File: config.mk
export PLATFORM = sky130hd
export DESIGN_NAME = pulse_hist_gen_flat
export DESIGN_NICKNAME = d
export VERILOG_FILES = /design/src/rtl/pulse_hist_gen_if.sv /design/src/rtl/pulse_hist_gen.sv /design/src/flat_wrapper.sv
export SDC_FILE = /design/constraint.sdc
export NUM_CORES = 1
export LEC_CHECK = 0
export CAP_MARGIN = 20
export CORE_ASPECT_RATIO = 0.9
export CORE_UTILIZATION = 54
export CTS_CLUSTER_DIAMETER = 120
export DETAILED_ROUTE_END_ITERATION = 16
export GPL_ROUTABILITY_DRIVEN = 0
export HOLD_SLACK_MARGIN = 0.08
export PLACE_DENSITY = 0.88
export SLEW_MARGIN = 20
export SYNTH_ARGS = -nofsm -noshare
export SYNTH_HDL_FRONTEND = slang
export SYNTH_SLANG_ARGS = --single-unit
File: constraint.sdc
create_clock -name clk -period 13.6 [get_ports clk]
set_clock_uncertainty 0.1 [all_clocks]
set_input_delay 2.72 -clock clk [delete_from_list [all_inputs] [get_ports clk]]
set_output_delay 2.72 -clock clk [all_outputs]
set_load 0.01 [all_outputs]
File: src/rtl/pulse_hist_gen_if.sv
`default_nettype none
// ============================================================================
//  Module   : pulse_hist_gen_if
//  Purpose  : Bundles the two single-port BRAM ports (pin marker BRAM and
//             pulse histogram BRAM) driven by pulse_hist_gen.
//  Ports    : pin_addr/pin_din/pin_we/pin_en   - pin BRAM (write only)
//             pul_addr/pul_din/pul_we/pul_en   - pulse BRAM request side
//             pul_dout                         - pulse BRAM read data
//  Modports : master - generator side, slave - BRAM side
//  Revision : 1.0  initial release
// ============================================================================
interface pulse_hist_gen_if #(
   parameter int DATA_W = 32
);
   logic [31:0]       pin_addr;
   logic [DATA_W-1:0] pin_din;
   logic              pin_we;
   logic              pin_en;
   logic [31:0]       pul_addr;
   logic [DATA_W-1:0] pul_din;
   logic              pul_we;
   logic              pul_en;
   logic [DATA_W-1:0] pul_dout;

   modport master (
      output pin_addr, pin_din, pin_we, pin_en,
      output pul_addr, pul_din, pul_we, pul_en,
      input  pul_dout
   );

   modport slave (
      input  pin_addr, pin_din, pin_we, pin_en,
      input  pul_addr, pul_din, pul_we, pul_en,
      output pul_dout
   );
endinterface
`default_nettype wire

File: src/rtl/pulse_hist_gen.sv
`default_nettype none
// ============================================================================
//  Module   : pulse_hist_gen
//  Purpose  : Per event, draws a bin from a Fibonacci LFSR, marks it in the
//             pin BRAM and increments PULSE_LEN consecutive bins of the pulse
//             BRAM (saturating read-modify-write), repeating cps times.
//  Ports    : clk, rst        - clock / asynchronous active-high reset
//             cps             - events requested (0 = idle, change = restart)
//             bram            - pin/pulse BRAM ports (master modport)
//             busy            - event sequence in progress
//             done            - cps events completed
//             evt_cnt         - events completed since last start
//  Revision : 1.0  initial release
// ============================================================================
module pulse_hist_gen #(
   parameter int               ADDR_W    = 10,
   parameter int               DATA_W    = 32,
   parameter int               PULSE_LEN = 6,
   parameter int               RD_LAT    = 1,
   parameter logic [ADDR_W-1:0] LFSR_SEED = 10'h2AA,
   parameter logic [ADDR_W-1:0] LFSR_TAPS = 10'h240
) (
   input  wire logic         clk,
   input  wire logic         rst,
   input  wire logic [31:0]  cps,
   pulse_hist_gen_if.master  bram,
   output logic              busy,
   output logic              done,
   output logic [31:0]       evt_cnt
);

   localparam logic [2:0] c_s_idle  = 3'd0;
   localparam logic [2:0] c_s_start = 3'd1;
   localparam logic [2:0] c_s_rd    = 3'd2;
   localparam logic [2:0] c_s_wait  = 3'd3;
   localparam logic [2:0] c_s_wr    = 3'd4;
   localparam logic [2:0] c_s_done  = 3'd5;

   localparam int               c_k_w       = ADDR_W + 1;
   localparam logic [c_k_w-1:0] c_k_last    = c_k_w'(PULSE_LEN - 1);
   localparam logic [2:0]       c_wait_last = 3'(RD_LAT - 1);

   logic [2:0]        r_state;
   logic [ADDR_W-1:0] r_lfsr;
   logic [ADDR_W-1:0] r_base;
   logic [c_k_w-1:0]  r_k;
   logic [2:0]        r_wait;
   logic [31:0]       r_prev_cps;
   logic [31:0]       r_evt_cnt;
   logic [DATA_W-1:0] r_rd_data;

   logic              w_fb;
   logic [ADDR_W-1:0] w_lfsr_raw;
   logic [ADDR_W-1:0] w_lfsr_nxt;
   logic [ADDR_W-1:0] w_bin;
   logic [31:0]       w_pul_addr;
   logic              w_clear;

   assign w_fb       = ^(r_lfsr & LFSR_TAPS);
   assign w_lfsr_raw = {r_lfsr[ADDR_W-2:0], w_fb};
   // An all-zero LFSR would lock up; fall back to the seed instead.
   assign w_lfsr_nxt = (w_lfsr_raw == '0) ? LFSR_SEED : w_lfsr_raw;

   // Natural ADDR_W-bit addition gives the modulo-2^ADDR_W bin wrap.
   assign w_bin      = r_base + r_k[ADDR_W-1:0];
   assign w_pul_addr = 32'({w_bin, 2'b00});

   // A changed request, or no request, aborts whatever is in flight.
   assign w_clear    = (cps != r_prev_cps) || (cps == 32'd0);

   assign evt_cnt    = r_evt_cnt;

   always_ff @(posedge clk or posedge rst) begin
      if (rst) begin
         r_state    <= c_s_idle;
         r_lfsr     <= LFSR_SEED;
         r_base     <= '0;
         r_k        <= '0;
         r_wait     <= '0;
         r_prev_cps <= '0;
         r_evt_cnt  <= '0;
         r_rd_data  <= '0;
      end else if (w_clear) begin
         r_state    <= c_s_idle;
         r_lfsr     <= LFSR_SEED;
         r_k        <= '0;
         r_wait     <= '0;
         r_prev_cps <= cps;
         r_evt_cnt  <= '0;
      end else begin
         case (r_state)
            c_s_idle: begin
               r_state <= c_s_start;
            end
            c_s_start: begin
               r_base  <= r_lfsr;
               r_k     <= '0;
               r_lfsr  <= w_lfsr_nxt;
               r_state <= c_s_rd;
            end
            c_s_rd: begin
               r_wait  <= '0;
               r_state <= c_s_wait;
            end
            c_s_wait: begin
               // Capture read data in the cycle it becomes valid so WR does
               // not depend on the BRAM holding its output.
               if (r_wait == c_wait_last) begin
                  r_rd_data <= bram.pul_dout;
                  r_state   <= c_s_wr;
               end else begin
                  r_wait <= r_wait + 3'd1;
               end
            end
            c_s_wr: begin
               if (r_k != c_k_last) begin
                  r_k     <= r_k + c_k_w'(1);
                  r_state <= c_s_rd;
               end else begin
                  r_evt_cnt <= r_evt_cnt + 32'd1;
                  r_state   <= (r_evt_cnt + 32'd1 == cps) ? c_s_done : c_s_start;
               end
            end
            c_s_done: begin
               r_state <= c_s_done;
            end
            default: begin
               r_state <= c_s_idle;
            end
         endcase
      end
   end

   // Outputs decode the state register directly, so an asynchronous reset
   // forces every enable low immediately.
   always_comb begin
      bram.pin_addr = '0;
      bram.pin_din  = '0;
      bram.pin_we   = 1'b0;
      bram.pin_en   = 1'b0;
      bram.pul_addr = '0;
      bram.pul_din  = '0;
      bram.pul_we   = 1'b0;
      bram.pul_en   = 1'b0;
      busy          = 1'b0;
      done          = 1'b0;
      case (r_state)
         c_s_start: begin
            bram.pin_en   = 1'b1;
            bram.pin_we   = 1'b1;
            bram.pin_addr = 32'({r_lfsr, 2'b00});
            bram.pin_din  = DATA_W'(1);
            busy          = 1'b1;
         end
         c_s_rd: begin
            bram.pul_en   = 1'b1;
            bram.pul_addr = w_pul_addr;
            busy          = 1'b1;
         end
         c_s_wait: begin
            busy = 1'b1;
         end
         c_s_wr: begin
            bram.pul_en   = 1'b1;
            bram.pul_we   = 1'b1;
            bram.pul_addr = w_pul_addr;
            bram.pul_din  = (r_rd_data == '1) ? r_rd_data : r_rd_data + DATA_W'(1);
            busy          = 1'b1;
         end
         c_s_done: begin
            done = 1'b1;
         end
         default: begin
            busy = 1'b0;
         end
      endcase
   end

endmodule
`default_nettype wire
File: src/flat_wrapper.sv
// flat-port wrapper written by rule: the top's interface ports become plain ports
module pulse_hist_gen_flat 
#(
   parameter int               ADDR_W    = 10,
   parameter int               DATA_W    = 32,
   parameter int               PULSE_LEN = 6,
   parameter int               RD_LAT    = 1,
   parameter logic [ADDR_W-1:0] LFSR_SEED = 10'h2AA,
   parameter logic [ADDR_W-1:0] LFSR_TAPS = 10'h240
)
  (clk, rst, cps, busy, done, evt_cnt, bram_pin_addr, bram_pin_din, bram_pin_we, bram_pin_en, bram_pul_addr, bram_pul_din, bram_pul_we, bram_pul_en, bram_pul_dout);
  pulse_hist_gen_if #(.DATA_W(DATA_W)) bram_i ();
  input  wire logic clk;
  input  wire logic rst;
  input  wire logic [31:0] cps;
  output logic busy;
  output logic done;
  output logic [31:0] evt_cnt;
  output wire logic [$bits(bram_i.pin_addr)-1:0] bram_pin_addr;
  output wire logic [$bits(bram_i.pin_din)-1:0] bram_pin_din;
  output wire logic [$bits(bram_i.pin_we)-1:0] bram_pin_we;
  output wire logic [$bits(bram_i.pin_en)-1:0] bram_pin_en;
  output wire logic [$bits(bram_i.pul_addr)-1:0] bram_pul_addr;
  output wire logic [$bits(bram_i.pul_din)-1:0] bram_pul_din;
  output wire logic [$bits(bram_i.pul_we)-1:0] bram_pul_we;
  output wire logic [$bits(bram_i.pul_en)-1:0] bram_pul_en;
  input wire logic [$bits(bram_i.pul_dout)-1:0] bram_pul_dout;
  assign bram_pin_addr = bram_i.pin_addr;
  assign bram_pin_din = bram_i.pin_din;
  assign bram_pin_we = bram_i.pin_we;
  assign bram_pin_en = bram_i.pin_en;
  assign bram_pul_addr = bram_i.pul_addr;
  assign bram_pul_din = bram_i.pul_din;
  assign bram_pul_we = bram_i.pul_we;
  assign bram_pul_en = bram_i.pul_en;
  assign bram_i.pul_dout = bram_pul_dout;
  pulse_hist_gen #(.ADDR_W(ADDR_W), .DATA_W(DATA_W), .PULSE_LEN(PULSE_LEN), .RD_LAT(RD_LAT), .LFSR_SEED(LFSR_SEED), .LFSR_TAPS(LFSR_TAPS)) u_core (.clk(clk), .rst(rst), .cps(cps), .bram(bram_i), .busy(busy), .done(done), .evt_cnt(evt_cnt));
endmodule
==> results.txt, run 1 <==
Post-synthesis cell type count = 63
Area growth syn-to-layout = 21.9%
Antenna diodes = 0
Crit Path Category = reg2out
Starting Density = 55.9%
Post-Route WL = 22,200 µm
FP Rows = 43
Register area share after synthesis = 38.4%
Mapped Avg Cell Area = 9.01 µm²
Hold Fails Final Rpt = 0
Max Fclk = 0.157 GHz
Initial antenna violation count = 0
Max FO, Critical Path = 9
Leak = 0.00428 µW
Share of the synthesized area in the top cell type = 36.8%
RSZ-0062 raised after global routing = false
Fin nets = 1,156
Core Footprint = 15,500 µm²
Die area = 16,600 µm²
PwrDens = 88.9 nW/µm²
CP required = 10.78 ns
Stages on worst setup path = 8
Synthesized cell area = 8690 µm²
CTS HTree Levels = 4
Kind of start point of the critical path = flop
Via Count = 7,265
Setup_tns = 0 ns
Vias in the first global route = 7,003
Postcts setup bufs = 0
Fillers = 1,172
Global-route wire length before repair = 35,600 µm
Detailed Route Iter0 Violations = 537
# IOs = 232
ANT nets after route = 0
Outcome = complete, no violations
Clock-pin slew on the worst setup and hold paths = 0.06 ns
Primary FF master, synth = dfrtp_1
Crit share post-route = 46.7%
Post-CTS Hold Fix Bufs = 0
Synth Warn # = 0
Reg2Reg Depth = 8
Max-slew violation count = 0
CTS Buffer Depth = 2
Post-route DRC = 0
Slowest stage cell, crit path = or4_4
Worst slew pin tran = 0.859 ns
Grt total ovfl = 0
Worst endpoint data arrival time = 3.53 ns
Die W = 136 µm
CP top delay family = simple AND/OR/NAND/NOR gates
Clock Latency Late Sink = 0.43 ns
Setup crit end kind = output pin
Post_cts resized = 0
Post-synth EDFFs = 0
Number of CTS-inserted buffers = 17
CP bufs+invs = 1
Clock tree root driver cell = clkbuf_16
Pre-Repair DR Iteration Count = 5
Minimum clock period after layout = 6.35 ns
CTS tree = done
Largest area contributor in the netlist = dfrtp_1
Largest net degree at the start of global routing = 58
Crit path cell chain = nand4_4 > or4_4 > nor3_2 > nand2b_1 > nor4_1 > xnor2_1 > nor2_1 > clkdlybuf4s50_1
Critical Path Max Stage Delay = 0.58 ns
Peak VDD IR = 0.0000944 V
Tightest Hold Check Type = reg2reg
Setup Viol. Count Final = 0
Ys async rst share = 100%
Cell depth of the worst hold path = 1
Vias per inst = 5.64
PortBufs = 156
DP Area = 9990 µm²
Share of layout cells above drive strength 1 = 8.28%
DP HPWL = 15,900 µm
Synth Register Bits = 133
Die Height = 122 µm
Routed length per instance = 17.2 µm
Max-cap viol count = 0
Synth top area cells = dfrtp_1, xnor2_1, buf_4, xor2_1, nor2_1
Cells after Synth = 965
Normalized max-slew margin = 42.3%
Design area = 10,600 µm²
Clock tree sinks = 133
Total track usage = 27.7%
[flip-flops by register name, summed over array words and instances (netlist names)]
signal / count
u_core.evt_cnt: 32
u_core.r_prev_cps: 32
u_core.r_rd_data: 32
u_core.r_k: 11
u_core.r_base: 10
u_core.r_lfsr: 10
u_core.r_state: 3
u_core.r_wait: 3
[where the power goes]
group / switching [µW] / internal, µW
sequential: 2.28 / 401
combinational: 36.7 / 28.9
clock: 177 / 297
[logic make-up after synthesis]
family          synth area share (%)
simple gates                    20.9
buf+inv                         10.7
xor+xnor                        15.0
flops                           38.4
compound gates                  7.61
mux                             5.01
fa+ha+maj                       2.39
other cells                   0.0431
[path summary, 6_finish.rpt]
check | slack, ns | to | start
setup / recovery | 7.25 | bram_pul_din[15] | u_core.r_rd_data[7]
hold / removal | 0.44 | u_core.r_base[5] | u_core.r_base[5]
setup reg to reg | 10.60 | u_core.r_rd_data[8] | u_core.r_prev_cps[25]
hold reg to reg | 0.44 | u_core.r_base[5] | u_core.r_base[5]
max in group asynchronous | 9.80 | u_core.r_rd_data[31] | rst
min in group asynchronous | 2.58 | u_core.evt_cnt[26] | rst
[metal layers]
metal  wire length (µm)  GRT usage (%)
met4                469           10.2
met5                  0              0
met3               1790           7.52
met1               9550           35.9
met2              10400           44.2
[cell type report]
cell class	count	area, µm²	share of cell area [%]
clock inverter	12	155	1.46
tap	202	253	2.38
multi-input combinational	738	4710	44.5
sequential	133	3330	31.5
clock buffer	20	457	4.31
timing repair buffer	161	1600	15.1
inverter	23	88.8	0.838
[per-stage QoR]
stage / hold slack (ns) / util, % / instances / power (µW) / setup WS [ns]
3_3_place_gp: 0.400 / 64.2 / 1257 / 474 / 7.77
2_1_floorplan: 0.384 / - / 1039 / 461 / 7.23
3_5_place_dp: 0.413 / 64.2 / 1257 / 475 / 7.69
6_report: 0.436 / 68.2 / 1289 / 943 / 7.25
4_1_cts: 0.429 / 68.2 / 1289 / 945 / 7.26
5_1_grt: 0.450 / 68.2 / 1289 / 970 / 7.04
[Yosys cell counts, types with 3 or more instances]
| master | instances |
|---|---|
| o21ai_0 | 26 |
| mux2_2 | 36 |
| nor3_1 | 19 |
| nand3_1 | 33 |
| o22a_1 | 4 |
| dfstp_2 | 5 |
| nor3b_1 | 4 |
| or3_1 | 15 |
| nor2_1 | 110 |
| nand4_1 | 29 |
| or2_2 | 3 |
| o31ai_1 | 4 |
| xnor2_1 | 96 |
| mux2i_1 | 3 |
| nor4_1 | 23 |
| nand2_1 | 56 |
| a211oi_1 | 5 |
| buf_4 | 77 |
| a21o_1 | 6 |
| clkbuf_1 | 63 |
| a21oi_1 | 32 |
| o311ai_0 | 3 |
| o21bai_1 | 3 |
| buf_1 | 3 |
| nor2b_1 | 3 |
| dfrtp_1 | 128 |
| and4_1 | 7 |
| nand2b_1 | 11 |
| inv_1 | 22 |
| and2_1 | 7 |
| and3_1 | 24 |
| xor2_1 | 53 |
| ha_1 | 15 |
[cells in the final DEF, fill, tap and decap left out, types with 29 or more instances in the layout]
cell type          n
xor2_1            53
conb_1            75
nor2_1           110
a21oi_1           32
nand3_1           33
dfrtp_1          128
xnor2_1           96
nand2_1           56
mux2_2            36
clkdlybuf4s50_1  156
nand4_1           29
Note: power is estimated with default switching activity, not from simulation.
==> inputs of run 2 (changes only) <==
--- a/config.mk
+++ b/config.mk
@@ -7,12 +7,12 @@
 export LEC_CHECK = 0
 export CAP_MARGIN = 20
 export CORE_ASPECT_RATIO = 0.9
-export CORE_UTILIZATION = 54
+export CORE_UTILIZATION = 50
 export CTS_CLUSTER_DIAMETER = 120
 export DETAILED_ROUTE_END_ITERATION = 16
 export GPL_ROUTABILITY_DRIVEN = 0
 export HOLD_SLACK_MARGIN = 0.08
-export PLACE_DENSITY = 0.88
+export PLACE_DENSITY = 0.82
 export SLEW_MARGIN = 20
 export SYNTH_ARGS = -nofsm -noshare
 export SYNTH_HDL_FRONTEND = slang
==> constraint.sdc (replaced) <==
create_clock -name clk -period 5.85 [get_ports clk]
set_clock_uncertainty 0.1 [all_clocks]
set_input_delay 1.17 -clock clk [delete_from_list [all_inputs] [get_ports clk]]
set_output_delay 1.17 -clock clk [all_outputs]
set_load 0.01 [all_outputs]
==> run 2 against run 1 <==
  * Critical path depth is the same
  * Count of clock-buffer cells in the layout grew 1
  * Global-route usage shrank 1.8 points
  * Total power grew 130%
  * Combinational power grew 130%
  * Worst setup slack lost 6.1 ns
  * Largest power group unchanged
  * Non-clock buffer count is the same
  * Register-to-register slack lost 7.8 ns
  * Sequential share of layout area shrank 0.067 points
  * Highest routed layer unchanged
==> results.txt, run 2 (same netlist as run 1, synthesis figures left out) <==
Die area = 17,900 µm² (+7.9%)
Worst endpoint data arrival time = 3.43 ns (-0.10 ns)
Reg-to-Reg End = u_core.r_state[2]
Via Count = 7,294 (+0.40%)
Non-filler cells, final = 1,322 (+2.6%)
Post_cts resized = 0 (unchanged)
Clock Latency Late Sink = 0.43 ns (about the same)
Grt total ovfl = 0 (unchanged)
Leak = 0.00429 µW (+0.28%)
Peak VDD IR = 0.000195 V (+110%)
Reg2Reg Depth = 7 (-1)
Minimum clock period after layout = 4.70 ns
DP Area = 10,000 µm² (+0.41%)
CTS Buffer Depth = 2 (unchanged)
Placed insts = 1,290 (+2.6%)
Clock tree sinks = 133 (unchanged)
Share of layout cells above drive strength 1 = 8.19% (-0.092 points)
CP bufs+invs = 1 (unchanged)
FP Rows = 45 (+4.7%)
Max FO, Critical Path = 9 (unchanged)
Hold Fails Final Rpt = 0 (unchanged)
Global-route wire length before repair = 36,000 µm (+1.1%)
PortBufs = 156 (unchanged)
Met3 wire len = 1990 µm (+11%)
Max-cap viol count = 0 (unchanged)
Kind of start point of the critical path = flop
Worst Hold Launch = u_core.r_base[3]
Fillers = 1,379 (+18%)
Most frequent cells in the layout = clkdlybuf4s50_1, dfrtp_1, nor2_1, xnor2_1, conb_1
Setup Viol. Count Final = 0 (unchanged)
Commonest non-fill, non-tap cell in the layout = clkdlybuf4s50_1
Reg2Reg Setup Slack = 2.85 ns (-7.75 ns)
Switch Pwr = 490 µW (+130%)
Vias per inst = 5.52 (-2.1%)
Worst path most repeated cell = nor2_1
RSZ-0062 raised after global routing = false
Routed length on met1 = 9590 µm (+0.38%)
Combinational fraction of design power = 7.0% (about the same)
Postcts setup bufs = 0 (unchanged)
Post-CTS Hold Fix Bufs = 0 (unchanged)
Setup_tns = 0 ns (unchanged)
Number of CTS-inserted buffers = 17 (unchanged)
Critical Path Max Stage Delay = 0.62 ns (+0.04 ns)
Crit share post-route = 80.3%
CTS HTree Levels = 4 (unchanged)
Largest net degree at the start of global routing = 57 (-1.7%)
# IOs = 232 (unchanged)
CTS tree = done
Wire length on met2 = 10,500 µm (+0.96%)
Die W = 141 µm (+3.9%)
Worst setup startpoint = u_core.r_rd_data[11]
Post-route DRC = 0 (unchanged)
Crit path cell chain = nand4_1 > or4_4 > nor3_2 > nand2b_1 > nor2_1 > xnor2_1 > nor2_1 > clkdlybuf4s50_1
Max Fclk = 0.213 GHz
Normalized max-slew margin = 40.1% (-2.2 points)
Tightest Hold Check Type = reg2reg
Outcome = complete, no violations
Clock tree root driver cell = clkbuf_16
Core Footprint = 16,900 µm² (+9.0%)
Slowest stage cell, crit path = or4_4
Post-Route WL = 22,600 µm (+1.7%)
Cell depth of the worst hold path = 1 (unchanged)
ANT nets after route = 0 (unchanged)
Vias in the first global route = 6,922 (-1.2%)
Setup crit end kind = output pin
Antenna diodes = 0 (unchanged)
Top routing layer used = met4
Max-slew violation count = 0 (unchanged)
Detailed Route Iter0 Violations = 580 (+8.0%)
Fin nets = 1,156 (unchanged)
Die Height = 127 µm (+3.9%)
WHS = 0.415 ns (-0.0208 ns)
FF-to-FF Start = u_core.evt_cnt[2]
Total track usage = 25.8% (-1.8 points)
Worst slew pin tran = 0.892 ns (+0.0330 ns)
Routed length per instance = 17.1 µm (-0.88%)
Crit Path Category = reg2out
CP top delay family = simple AND/OR/NAND/NOR gates
Hold EP = u_core.r_base[3]
Starting Density = 51.3% (-4.6 points)
Pre-Repair DR Iteration Count = 5 (unchanged)
PwrDens = 205 nW/µm² (+130%)
Part of the power in registers = 43.1% (+0.4 points)
CP required = 4.58 ns (-6.20 ns)
DP HPWL = 16,300 µm (+2.9%)
Clock-pin slew on the worst setup and hold paths = 0.05 ns (about the same)
Pint = 1690 µW (+130%)
Area growth syn-to-layout = 22.2%
Initial antenna violation count = 0 (unchanged)
Sw Share = 22.5% (-0.36 points)
Clk pwr share = 49.9% (-0.4 points)
Design area = 10,600 µm² (+0.21%)
run 2: cell count changes in the layout (fill, tap and decap cells not counted), sizes merged:
cell | previous run | this run
clkinv | 5 | 8
clkbuf | 20 | 21
clkinvlp | 5 | 1
run 2: area by class of cell:
class                      instances  area [µm²]  area share (%)
sequential                       133        3330            31.4
inverter                          23        88.8           0.836
clock buffer                      21         460            4.33
timing repair buffer             161        1600            15.1
tap                              235         294            2.77
multi-input combinational        738        4710            44.4
clock inverter                    11         133            1.25
run 2: worst reg2reg max path: cells and delay by family (launching register included):
family,cells,cell delay (ns)
and+or+nand+nor,4,1.57
muxes,1,0.21
DFF,1,0.58
AOI/OAI and AO/OA,2,0.47
run 2: stage by stage:
step | worst slack (ns) | total power, µW | util [%]
CTS | 1.16 | 2190 | 62.7
finish | 1.15 | 2180 | 62.7
detailed placement | 1.63 | 1100 | 59.2
floorplan | 1.03 | 1070 | -
global placement | 1.62 | 1100 | 59.2
global route | 0.844 | 2240 | 62.7
run 2: worst max path at each step:
stage	to	slack [ns]	cells after the start
5_1_grt	bram_pul_addr[11]	0.84	9
2_1_floorplan	u_core.evt_cnt[0]	1.03	1
4_1_cts	bram_pul_din[19]	1.16	8
6_report	bram_pul_din[19]	1.15	8
3_5_place_dp	bram_pul_din[7]	1.63	8
3_3_place_gp	bram_pul_din[19]	1.62	8
run 2: layer usage:
layer,vias up,GRT usage (%)
met2,355,41.1
met3,54,8.51
met1,3532,33.3
met4,0,8.38
li1,3353,-
met5,-,0
run 2: power by group through the flow:
stage / sequential, µW / clock [µW] / combinational (µW)
2_1_floorplan: 952 / 0 / 119
3_3_place_gp: 953 / 0 / 149
3_5_place_dp: 953 / 0 / 151
4_1_cts: 937 / 1100 / 152
5_1_grt: 938 / 1140 / 167
6_report: 938 / 1090 / 152
